$ cat config.mk
export PLATFORM = sky130hd
export DESIGN_NAME = demux16_collector
export DESIGN_NICKNAME = d
export VERILOG_FILES = /design/src/rtl/demux16_pkg.sv /design/src/rtl/demux1to16.sv /design/src/rtl/demux16_collector.sv
export SDC_FILE = /design/constraint.sdc
export NUM_CORES = 1
export LEC_CHECK = 0
export BUFFER_PORTS_ARGS = -buffer_cell sky130_fd_sc_hd__buf_2
export CAP_MARGIN = 20
export CORE_MARGIN = 8
export CORE_UTILIZATION = 30
export DETAILED_ROUTE_END_ITERATION = 10
export GPL_ROUTABILITY_DRIVEN = 0
export PLACE_DENSITY_LB_ADDON = 0.05
export SLEW_MARGIN = 20
export SYNTH_ARGS = -nofsm -noshare
export SYNTH_HDL_FRONTEND = slang
export SYNTH_HIERARCHICAL = 1
export SYNTH_SLANG_ARGS = --single-unit
$ cat constraint.sdc
create_clock -name clk -period 3.2 [get_ports clk]
set_clock_uncertainty 0.15 [all_clocks]
set_input_delay 0 -clock clk [delete_from_list [all_inputs] [get_ports clk]]
set_output_delay 0 -clock clk [all_outputs]
set_load 0.01 [all_outputs]
$ cat src/rtl/demux16_pkg.sv
// Shared definitions for the serial-to-parallel collector.
// Contents:
//   coll_state_t - collector FSM states. COLLECT accepts bits; HOLD presents a finished word.
//   WIDTH_DEF    - default word width.
//   SEL_W_DEF    - default select/index width, equal to clog2(WIDTH_DEF).
package demux16_pkg;

  typedef enum logic {
    COLLECT = 1'b0,
    HOLD    = 1'b1
  } coll_state_t;

  localparam int WIDTH_DEF = 16;
  localparam int SEL_W_DEF = 4;

endpackage

$ cat src/rtl/demux1to16.sv
// Combinational 1-to-WIDTH demultiplexer that produces one-hot write enables.
// Ports:
//   sel - index of the output to drive.
//   en  - value routed to we[sel].
//   we  - one-hot write-enable vector. we[sel] = en; every other bit is 0.
module demux1to16
  import demux16_pkg::*;
#(
  parameter int WIDTH = WIDTH_DEF,
  parameter int SEL_W = SEL_W_DEF
) (
  input  logic [SEL_W-1:0] sel,
  input  logic             en,
  output logic [WIDTH-1:0] we
);

  always_comb begin
    we      = '0;
    we[sel] = en;
  end

endmodule

$ cat src/rtl/demux16_collector.sv
// Serial-to-parallel collector. It accepts one bit per in_valid/in_ready beat
// and writes that bit into the word position selected by an internal index.
// A completed word is offered on an out_valid/out_ready handshake.
// Ports:
//   clk, rst   - clock; synchronous active-high reset.
//   in_valid   - in_bit is valid this cycle.
//   in_bit     - serial data bit.
//   in_ready   - high while collecting, low while a finished word is held.
//   sync_clr   - aborts the partial word and restarts at index 0. It is ignored in HOLD.
//   out_valid  - out_word holds a complete word.
//   out_word   - word register. While collecting it shows the partial word.
//   out_ready  - consumer takes the word this cycle.
//   bit_idx    - word position that the next accepted bit will be written to.
module demux16_collector
  import demux16_pkg::*;
#(
  parameter int WIDTH     = WIDTH_DEF,
  parameter int SEL_W     = SEL_W_DEF,
  parameter int LSB_FIRST = 1
) (
  input  logic             clk,
  input  logic             rst,
  input  logic             in_valid,
  input  logic             in_bit,
  output logic             in_ready,
  input  logic             sync_clr,
  output logic             out_valid,
  output logic [WIDTH-1:0] out_word,
  input  logic             out_ready,
  output logic [SEL_W-1:0] bit_idx
);

  localparam logic [SEL_W-1:0] LAST = SEL_W'(WIDTH - 1);

  coll_state_t      state_q, state_d;
  logic [SEL_W-1:0] cnt_q, cnt_d;
  logic [WIDTH-1:0] word_q, word_d;

  logic [SEL_W-1:0] pos;
  logic             accept;
  logic [WIDTH-1:0] we;

  // For MSB-first collection, the count is mirrored so that the first bit lands in WIDTH-1.
  assign pos       = (LSB_FIRST != 0) ? cnt_q : (LAST - cnt_q);
  assign bit_idx   = pos;
  assign in_ready  = (state_q == COLLECT);
  assign out_valid = (state_q == HOLD);
  assign out_word  = word_q;

  // sync_clr has priority over a bit presented in the same cycle, so that bit is dropped.
  assign accept = in_valid && in_ready && !sync_clr;

  demux1to16 #(
    .WIDTH (WIDTH),
    .SEL_W (SEL_W)
  ) u_demux (
    .sel (pos),
    .en  (accept),
    .we  (we)
  );

  always_comb begin
    state_d = state_q;
    cnt_d   = cnt_q;
    word_d  = word_q;
    unique case (state_q)
      COLLECT: begin
        if (sync_clr) begin
          cnt_d  = '0;
          word_d = '0;
        end else if (accept) begin
          for (int i = 0; i < WIDTH; i++) begin
            if (we[i]) word_d[i] = in_bit;
          end
          if (cnt_q == LAST) begin
            cnt_d   = '0;
            state_d = HOLD;
          end else begin
            cnt_d = cnt_q + 1'b1;
          end
        end
      end
      HOLD: begin
        // Clear the word on handoff so that no stale bits leak into the next word.
        if (out_ready) begin
          state_d = COLLECT;
          word_d  = '0;
        end
      end
      default: state_d = COLLECT;
    endcase
  end

  always_ff @(posedge clk) begin
    if (rst) begin
      state_q <= COLLECT;
      cnt_q   <= '0;
      word_q  <= '0;
    end else begin
      state_q <= state_d;
      cnt_q   <= cnt_d;
      word_q  <= word_d;
    end
  end

endmodule

==> results.md <==
* Status: finished clean
* Ports at 28
* Setup TNS Final at 0 ns
* Core region area at 3689 um2
* Distinct cells, synth at 29
* Register area at 420.4 um2
* Share of cells above drive strength 1 at 0.2182
* Layout Nets at 173
* Max FO, Critical Path at 24
* Buf/Inv on CP at 0
* VDD IR max at 0.1105 mV
* Post-synthesis sequential area ratio at 0.3652
* # fillers at 400
* Ant diodes at 0
* WL final at 3065 um
* R2R depth at 6
* CTS buffer count at 3
* CP peak stage delay at 0.60 ns
* CP arrival at 2.36 ns
* Post-synth net total at 151
* CP endpoint kind: flop
* Worst-Margin Slew at 0.9151 ns
* Final Critical Period at 2.369 ns
* Pwr Density at 364.1 nW/um2
* Syn. warnings at 6
* Global-route wire length before repair at 5478 um
* Critical path class: reg2reg
* Port Buffer Count at 27
* Fin crit share at 0.7403
* Worst hold path class: in2reg
* Via Count at 1,119
* WP data required at 3.19 ns
* Post-CTS setup buffers at 0
* WP depth at 6
* CTS Hold Buffers Added at 1
* Mean Syn Cell Area at 7.994 um2
* CP max-delay cell: dfxtp_1
* Residual DRC count at 0
* Initial antenna violation count at 0
* Total gr overflow at 0
* Reg2reg setup slack at 0.83 ns
* Max cap viols at 0
* Type of origin of the critical path: flop
* Dpl hpwl at 2050 um
* Starting density of the core at 0.3121
* CP delay by family, top: simple AND/OR/NAND/NOR gates
* Routed len/inst at 14.39 um
* Fmax at 0.4221 GHz
* Static Leak at 0.4651 nW
* CTS tree: yes
* Unrepaired setup endpoints after global routing: false
* FFs w/ async S/R, synth at 0
* Yosys reg bits at 21
* Hold WS at 0.08694 ns
* GRT Util Overall at 0.1073
* Power Total at 0.4828 mW
* Mapped Area at 1151 um2
* Clk sinks at 21
* Largest net degree at the start of global routing at 36
* DIE WIDTH at 77.95 um
* Synth Instances at 144
* Final setup fails at 0
* Clk slew on worst S/H paths at 0.08 ns
* Antenna Violating Nets Remaining at 0
* Fin. Hold Viols at 0
* DRT Pass-1 Iters at 4
* Final number of max-transition violations at 0
* CTS root buffer: clkbuf_8
* Hold worst-path end: out_word[5]
* Post-route insts no fill at 213
* Worst R2R End: out_word[0]
* Worst R2R Start: out_valid
* Cts repair resizes at 0
* Cell count after placement at 208
* Post-DR vias/cell at 5.254
* Drt initial violations at 94
* Synth Flop Type: dfxtp_1
* Worst path cell trace: nor3b_2, or3b_4, nor3_2, a211oi_1, o21ai_1, a21oi_1
* Area occupied by multi-input gates at 644.4 um2
* Std-Cell Rows at 22
* Worst slew margin at 0.3891
* Area added between synthesis and finish at 15.22%
* Vias in the first global route at 1,113
* Hold_sp: in_bit
* Die ar. at 6075 um2
* Min-Delay Path Depth at 4
* CTS H-tree depth at 1
* Clock latency on the worst-skew pair at 0.26 ns
* Maximum buffer depth of the clock tree at 2
* Die Y at 77.95 um
* Number of synthesized flops with an enable pin at 0
cell usage after synthesis, types with 2 or more instances:
cell / number / share of area
buf_2: 3 / 0.013
dfxtp_1: 21 / 0.37
buf_4: 3 / 0.020
nand3_1: 18 / 0.078
clkbuf_1: 3 / 0.0098
a21oi_1: 18 / 0.078
a211oi_1: 16 / 0.10
nand3b_1: 2 / 0.013
nor3_1: 4 / 0.017
nand2b_1: 2 / 0.011
nor2_1: 15 / 0.049
o21ai_1: 18 / 0.078
buf_6: 3 / 0.029
nand2_1: 3 / 0.0098
cells in the final DEF (no fill, tap or decap), types with 2 or more instances in the layout:
cell type  count
nand2_1        3
dfxtp_1       21
nand3_1       18
a211oi_1      16
clkbuf_8       3
nor2_1        15
a21oi_1       18
nor3_1         4
nand2b_1       2
nand3b_1       2
o21ai_1       18
buf_2         27
cells by family after synthesis:
| group | after synthesis | share of synthesized area |
|---|---|---|
| adder cells (fa/ha/maj) | 1 | 0.01087 |
| flip-flops | 21 | 0.3652 |
| multiplexers | 1 | 0.008696 |
| AND/OR/NAND/NOR | 52 | 0.2533 |
| buffers and inverters | 13 | 0.07499 |
| AO/OA/AOI/OAI | 56 | 0.2870 |
per-stage QoR:
step           worst slack (ns)  area [um2]  utilization
3_3_place_gp             0.8975        1271       0.3446
6_report                 0.8309        1326       0.3596
4_1_cts                  0.8239        1326       0.3596
2_1_floorplan             1.335        1151            -
5_1_grt                  0.6298        1326       0.3596
3_5_place_dp             0.8473        1271       0.3446
worst max path at each step:
stage | from | to | slack, ns
after floorplan | out_valid | out_word[0] | 1.34
after global placement | out_valid | out_word[0] | 0.90
after detailed placement | out_valid | out_word[0] | 0.85
after CTS | out_valid | out_word[0] | 0.82
after global routing | out_valid | out_word[1] | 0.63
final | out_valid | out_word[0] | 0.83
registers in the layout, indices dropped and copies added, names as in the netlist:
signal / cells
bit_idx: 4
out_valid: 1
out_word: 16
layout make-up:
type                    count  share of cell area
repair buffers             29              0.1151
clock buffers               4             0.03396
well taps                  48             0.04528
multi-input cells         110              0.4858
flip-flops and latches     21              0.3170
inverters                   1            0.002830
worst register-to-register path: cells and delay by family (launching register included):
kind | cells | cell delay, ns
compound gates | 3 | 0.33
flops | 1 | 0.60
simple gates | 3 | 1.16
power breakdown:
part / total [mW] / internal [mW] / switching [mW]
Clock: 0.175 / 0.0887 / 0.0868
Sequential: 0.265 / 0.262 / 0.00298
Combinational: 0.0424 / 0.0150 / 0.0275
layer usage:
layer / global-route usage / vias up / wire, um
met5: 0 / - / 0
met4: 0.04074 / 0 / 19
met3: 0.02650 / 2 / 127
met2: 0.1679 / 15 / 1398
met1: 0.1384 / 524 / 1519
li1: - / 578 / -
Note: power is estimated with default switching activity, not from simulation.
